File: src/rtl/pipeline_hazard_ctrl_pkg.sv
// Shared definitions for the pipeline hazard controller: FSM state encoding,
// default widths and the architectural zero-register index.
package pipeline_hazard_ctrl_pkg;

   localparam int unsigned REG_W_DEF = 5;
   localparam int unsigned CNT_W_DEF = 32;

   // Writes to register 0 are discarded, so it can never create a dependency
   localparam logic [REG_W_DEF-1:0] ZERO_REG = '0;

   typedef enum logic {
      ST_RUN  = 1'b0,
      ST_HALT = 1'b1
   } state_e;

endpackage : pipeline_hazard_ctrl_pkg

File: src/rtl/pipeline_hazard_ctrl_hazard_detect.sv
// Combinational load-use / mispredict detection with priority resolution.
// Ports:
//   en_i                 - hazard outputs enabled (pipeline running, not in reset)
//   id_rs_i, id_rt_i     - ID-stage source registers
//   id_use_rs_i/_rt_i    - ID instruction reads rs / rt
//   ex_mem_read_i        - EX instruction is a load
//   ex_rd_i              - EX load destination
//   ex_br_valid_i/_taken_i, ex_predict_bs_i - EX branch resolution and prediction
//   bubble_o, clear_if_id_o, clear_id_ex_o, redirect_o - pipeline control
//   stall_o, flush_o     - one-cycle event strobes for the statistics counters
module pipeline_hazard_ctrl_hazard_detect
   import pipeline_hazard_ctrl_pkg::*;
#(
   parameter int unsigned REG_W = REG_W_DEF
) (
   input  logic             en_i,
   input  logic [REG_W-1:0] id_rs_i,
   input  logic [REG_W-1:0] id_rt_i,
   input  logic             id_use_rs_i,
   input  logic             id_use_rt_i,
   input  logic             ex_mem_read_i,
   input  logic [REG_W-1:0] ex_rd_i,
   input  logic             ex_br_valid_i,
   input  logic             ex_br_taken_i,
   input  logic             ex_predict_bs_i,
   output logic             bubble_o,
   output logic             clear_if_id_o,
   output logic             clear_id_ex_o,
   output logic             redirect_o,
   output logic             stall_o,
   output logic             flush_o
);

   logic luh;
   logic mp;

   // Mispredict wins: the ID instruction is on the wrong path, so stalling it is pointless
   always_comb begin
      luh           = 1'b0;
      mp            = 1'b0;
      bubble_o      = 1'b0;
      clear_if_id_o = 1'b0;
      clear_id_ex_o = 1'b0;
      redirect_o    = 1'b0;
      stall_o       = 1'b0;
      flush_o       = 1'b0;

      luh = ex_mem_read_i && (ex_rd_i != REG_W'(ZERO_REG)) &&
            ((id_use_rs_i && (id_rs_i == ex_rd_i)) ||
             (id_use_rt_i && (id_rt_i == ex_rd_i)));
      mp  = ex_br_valid_i && (ex_br_taken_i != ex_predict_bs_i);

      if (en_i) begin
         if (mp) begin
            clear_if_id_o = 1'b1;
            clear_id_ex_o = 1'b1;
            redirect_o    = 1'b1;
            flush_o       = 1'b1;
         end else if (luh) begin
            bubble_o      = 1'b1;
            clear_id_ex_o = 1'b1;
            stall_o       = 1'b1;
         end
      end
   end

endmodule : pipeline_hazard_ctrl_hazard_detect

File: src/rtl/pipeline_hazard_ctrl.sv
// Central pipeline sequencer: RUN/HALT FSM with resume-button edge detect,
// hazard-driven bubble/flush/redirect control and statistics counters.
// Ports:
//   clk, rst_n          - clock, async active-low reset
//   go                  - resume button (level, already synchronised)
//   halt_req            - syscall halt in WB
//   id_*/ex_*           - hazard detection inputs (see hazard_detect)
//   run, halted         - global pipeline enable / FSM in HALT
//   bubble_if_id, clear_if_id, clear_id_ex, redirect - same-cycle hazard control
//   cycle_cnt, stall_cnt, flush_cnt - RUN cycles, load-use stalls, mispredict flushes
module pipeline_hazard_ctrl
   import pipeline_hazard_ctrl_pkg::*;
#(
   parameter int unsigned REG_W = REG_W_DEF,
   parameter int unsigned CNT_W = CNT_W_DEF
) (
   input  logic             clk,
   input  logic             rst_n,
   input  logic             go,
   input  logic             halt_req,
   input  logic [REG_W-1:0] id_rs,
   input  logic [REG_W-1:0] id_rt,
   input  logic             id_use_rs,
   input  logic             id_use_rt,
   input  logic             ex_mem_read,
   input  logic [REG_W-1:0] ex_rd,
   input  logic             ex_br_valid,
   input  logic             ex_br_taken,
   input  logic             ex_predict_bs,
   output logic             run,
   output logic             bubble_if_id,
   output logic             clear_if_id,
   output logic             clear_id_ex,
   output logic             redirect,
   output logic             halted,
   output logic [CNT_W-1:0] cycle_cnt,
   output logic [CNT_W-1:0] stall_cnt,
   output logic [CNT_W-1:0] flush_cnt
);

   state_e           state_q, state_d;
   logic             go_q;
   logic [CNT_W-1:0] cycle_q, cycle_d;
   logic [CNT_W-1:0] stall_q, stall_d;
   logic [CNT_W-1:0] flush_q, flush_d;
   logic             hz_en;
   logic             stall_ev;
   logic             flush_ev;

   // run/halted decode directly from the state flop
   assign run    = (state_q == ST_RUN);
   assign halted = (state_q == ST_HALT);

   // Hazard outputs are forced low while reset is asserted
   assign hz_en = run && rst_n;

   pipeline_hazard_ctrl_hazard_detect #(
      .REG_W (REG_W)
   ) u_hazard_detect (
      .en_i            (hz_en),
      .id_rs_i         (id_rs),
      .id_rt_i         (id_rt),
      .id_use_rs_i     (id_use_rs),
      .id_use_rt_i     (id_use_rt),
      .ex_mem_read_i   (ex_mem_read),
      .ex_rd_i         (ex_rd),
      .ex_br_valid_i   (ex_br_valid),
      .ex_br_taken_i   (ex_br_taken),
      .ex_predict_bs_i (ex_predict_bs),
      .bubble_o        (bubble_if_id),
      .clear_if_id_o   (clear_if_id),
      .clear_id_ex_o   (clear_id_ex),
      .redirect_o      (redirect),
      .stall_o         (stall_ev),
      .flush_o         (flush_ev)
   );

   // State, go history and counters
   always_ff @(posedge clk or negedge rst_n) begin
      if (!rst_n) begin
         state_q <= ST_RUN;
         go_q    <= 1'b0;
         cycle_q <= '0;
         stall_q <= '0;
         flush_q <= '0;
      end else begin
         state_q <= state_d;
         go_q    <= go;
         cycle_q <= cycle_d;
         stall_q <= stall_d;
         flush_q <= flush_d;
      end
   end

   // Next state; only a fresh go edge resumes, so a held button fires once
   always_comb begin
      state_d = state_q;
      unique case (state_q)
         ST_RUN:  if (halt_req)     state_d = ST_HALT;
         ST_HALT: if (go && !go_q)  state_d = ST_RUN;
      endcase
   end

   // Counters freeze outside RUN; event strobes are already gated by run
   always_comb begin
      cycle_d = cycle_q;
      stall_d = stall_q + CNT_W'(stall_ev);
      flush_d = flush_q + CNT_W'(flush_ev);
      if (run) cycle_d = cycle_q + CNT_W'(1);
   end

   assign cycle_cnt = cycle_q;
   assign stall_cnt = stall_q;
   assign flush_cnt = flush_q;

endmodule : pipeline_hazard_ctrl

File: config.mk
export PLATFORM = sky130hd
export DESIGN_NAME = pipeline_hazard_ctrl
export DESIGN_NICKNAME = d
export VERILOG_FILES = /design/src/rtl/pipeline_hazard_ctrl_pkg.sv /design/src/rtl/pipeline_hazard_ctrl_hazard_detect.sv /design/src/rtl/pipeline_hazard_ctrl.sv
export SDC_FILE = /design/constraint.sdc
export NUM_CORES = 1
export LEC_CHECK = 0
export ABC_CLOCK_PERIOD_IN_PS = 2140
export BUFFER_PORTS_ARGS = -buffer_cell sky130_fd_sc_hd__buf_4
export CAP_MARGIN = 10
export CORE_ASPECT_RATIO = 1.5
export CORE_MARGIN = 2
export CORE_UTILIZATION = 47
export DETAILED_ROUTE_END_ITERATION = 12
export PLACE_DENSITY_LB_ADDON = 0.25
export SLEW_MARGIN = 40
export SYNTH_ARGS = -nofsm -noshare
export SYNTH_HDL_FRONTEND = slang
export SYNTH_SLANG_ARGS = --single-unit
export TNS_END_PERCENT = 50
File: constraint.sdc
create_clock -name clk -period 2.14 [get_ports clk]
set_clock_uncertainty 0.15 [all_clocks]
set_input_delay 0.214 -clock clk [delete_from_list [all_inputs] [get_ports clk]]
set_output_delay 0.214 -clock clk [all_outputs]
set_load 0.01 [all_outputs]
==> run summary <==
outcome: complete, but fails checks
failing checks: negative setup slack
Hold Path Depth: 3
Post-Layout Inst Area: 6329 um2
DP Wirelength: 7.977 mm
final slew viol count: 0
worst-path fanout max: 3
Final Setup Violations: 30
layout cell share with drive strength beyond 1: 0.3656
DRT Wirelength: 11.06 mm
Least-Margin Pin Slew: 0.6640 ns
Final Cycle Share: 1.132
largest net degree at the start of global routing: 54
final setup margin: -0.2822 ns
crit path time final: 2.422 ns
drt via density: 5.396
Crit-path slowest cell: dfrtp_1
RR Startpoint: halted
grt total ovfl: 0
crit-path most repeated cell: buf_4
# diodes: 0
# fillers: 710
TritonCTS clock tree: done
CTS sink cnt: 98
WS Path Type: flip-flop to flip-flop
first-pass GRT wire length: 17.41 mm
Lkg Pwr: 3.137 nW
DP Worst Slack: -0.4696 ns
post-synthesis sequential area ratio: 0.5479
Hold Path Class: primary input to flip-flop
R2R Path End: stall_cnt[12]
WHS Endpoint: stall_cnt[0]
antenna violations before repair: 0
nets: 594
reg2reg setup slack: -0.28 ns
Slew headroom: 0.5574
vias: 3,675
Avg Inst Size Synth: 11.33 um2
Die Area: 10,340 um2
commonest non-fill, non-tap cells in the layout: 156 x buf_4, 98 x dfrtp_1, 72 x xnor2_1
Critical Path End Type: flip-flop
Synth cell types: 32
CTS buffer count: 9
Post-Synthesis Cells: 395
Hold Vio Cnt, Final: 0
Post-DP Area: 5817 um2
PwrDens: 638.6 nW/um2
Synth Warn #: 0
Layout area overhead: 41.40%
Yosys reg bits: 98
CTS H-Tree Depth: 3
Worst-path clk slew: 0.07 ns
VDD IR max: 511.4 uV
Synth Cell Area: 4476 um2
HP Start: ex_br_valid
critical path arrival: 2.53 ns
startpoint type of the worst setup path: flip-flop
deepest clock path buffer count: 2
Wirelength per Cell: 16.25 um
vias in the first global route: 3,645
Initial Util: 0.4836
Initial DRC Count: 100
commonest non-fill, non-tap cell in the layout: buf_4
Core Area: 9254 um2
Critical Path RT: 2.25 ns
Max Fclk: 412.9 MHz
r2r worst-path depth: 10
Max Cap Violations: 0
worst skew pair latency: 0.34 ns
Row Count: 43
GP Congestion: 0.8358
DRT Pass-1 Iters: 4
unrepaired setup endpoints after global routing: yes
Die Wd: 83.68 um
drt drc: 0
IO Pins: 127
crit-path max cell delay: 0.38 ns
post-synthesis net count: 425
DRT antenna net count: 0
Die H: 123.5 um
worst path cell trace: nor2b_2 > o211ai_1 > a211oi_2 > ha_2 > ha_4 > nand4_1 > buf_4 > nor3_4 > buf_4 > xor2_1
gr usage total: 0.2114
Final Util: 0.6839
IO buf count: 126
Root Driver: clkbuf_16
[kinds of logic (layout without fill, tap and decap cells)]
kind of cell / Yosys count / count (layout) / share of synthesized area
buffers and inverters: 14 / 188 / 0.01286
AND/OR/NAND/NOR: 170 / 170 / 0.2147
AO/OA/AOI/OAI: 5 / 5 / 0.008390
XOR/XNOR: 102 / 102 / 0.1996
adder cells (fa/ha/maj): 5 / 5 / 0.01398
flip-flops: 98 / 98 / 0.5479
multiplexers: 1 / 1 / 0.002516
[routing by layer]
layer,share of wire,GRT usage
met1,0.38,0.2439
met3,0.059,0.06275
met2,0.54,0.3735
met5,0,0
met4,0.021,0.07661
[state kept, by name, indices dropped and copies added (netlist names)]
register / flops
cycle_cnt: 32
flush_cnt: 32
stall_cnt: 32
go_q: 1
halted: 1
[cell type report]
type / count / area (um2) / area share
Timing Repair Buffer: 164 / 1257 / 0.1987
Multi-Input combinational cell: 283 / 2170 / 0.3428
Tap cell: 112 / 140.1 / 0.02214
Sequential cell: 98 / 2452 / 0.3875
Inverter: 8 / 30.03 / 0.004745
Clock buffer: 10 / 239.0 / 0.03776
Clock inverter: 6 / 40.04 / 0.006327
[Yosys cell counts]
cell type	number	share of area
dfrtp_1	98	0.55
xnor2_1	74	0.14
nand4_1	38	0.053
nand3_1	34	0.038
xor2_1	28	0.055
nand2_1	27	0.023
and3_1	15	0.021
nor2_1	14	0.012
nor4_1	12	0.017
inv_1	8	0.0067
and4_1	6	0.012
nor3_1	6	0.0067
ha_1	5	0.014
and2_1	4	0.0056
clkbuf_1	3	0.0025
nand4b_1	3	0.0059
and2_0	2	0.0028
nor3_2	2	0.0045
nor4_2	2	0.0056
or4_1	2	0.0034
a211oi_1	1	0.0017
a31oi_1	1	0.0014
a32oi_1	1	0.0020
buf_1	1	0.00084
buf_2	1	0.0011
buf_4	1	0.0017
mux2_2	1	0.0025
nor2b_1	1	0.0014
o211ai_1	1	0.0017
o21bai_1	1	0.0017
or2_2	1	0.0014
or4_4	1	0.0025
[critical path: cells and delay by family, from the launching register on]
kind	cells	cell delay, ns
compound gates	2	0.39
simple gates	3	0.50
buf+inv	2	0.36
fa+ha+maj	2	0.40
flops	1	0.38
xor+xnor	1	0.16
[worst max path at each step]
stage	startpoint	end
after detailed placement	ex_rd[0]	stall_cnt[30]
after CTS	halted	stall_cnt[30]
after floorplan	ex_rd[2]	stall_cnt[28]
final	halted	stall_cnt[12]
after global placement	ex_rd[2]	stall_cnt[28]
after global routing	halted	stall_cnt[12]
[stage by stage]
stage / hold WS [ns] / std cells / total power [mW] / TNS [ns]
after floorplan: -0.2316 / 395 / 2.259 / -3.267
after global routing: 0.1596 / 681 / 4.225 / -9.118
after global placement: 0.1821 / 653 / 2.531 / -7.538
final: 0.1723 / 681 / 4.042 / -4.032
after detailed placement: 0.1843 / 653 / 2.546 / -9.510
after CTS: 0.1550 / 674 / 4.077 / -0.9920
[power by group]
part           switching (mW)  internal [mW]  leakage (nW)  total, mW
Clock                   0.703          0.820         0.139       1.52
Combinational           0.206          0.245          1.65      0.450
Sequential              0.128           1.94          1.34       2.07
Total                    1.04           3.01          3.14       4.04
[what timing repair did]
item                                    4_1_cts  5_1_grt
gates cloned                                  0        0
endpoints found under the hold margin        47        0
hold buffers                                  3        0
gates resized for setup                       2       24
pin swaps                                     7       10
setup buffers                                 2        7
endpoints found under the setup margin       17       38
Power figures use the tool's default switching activity.
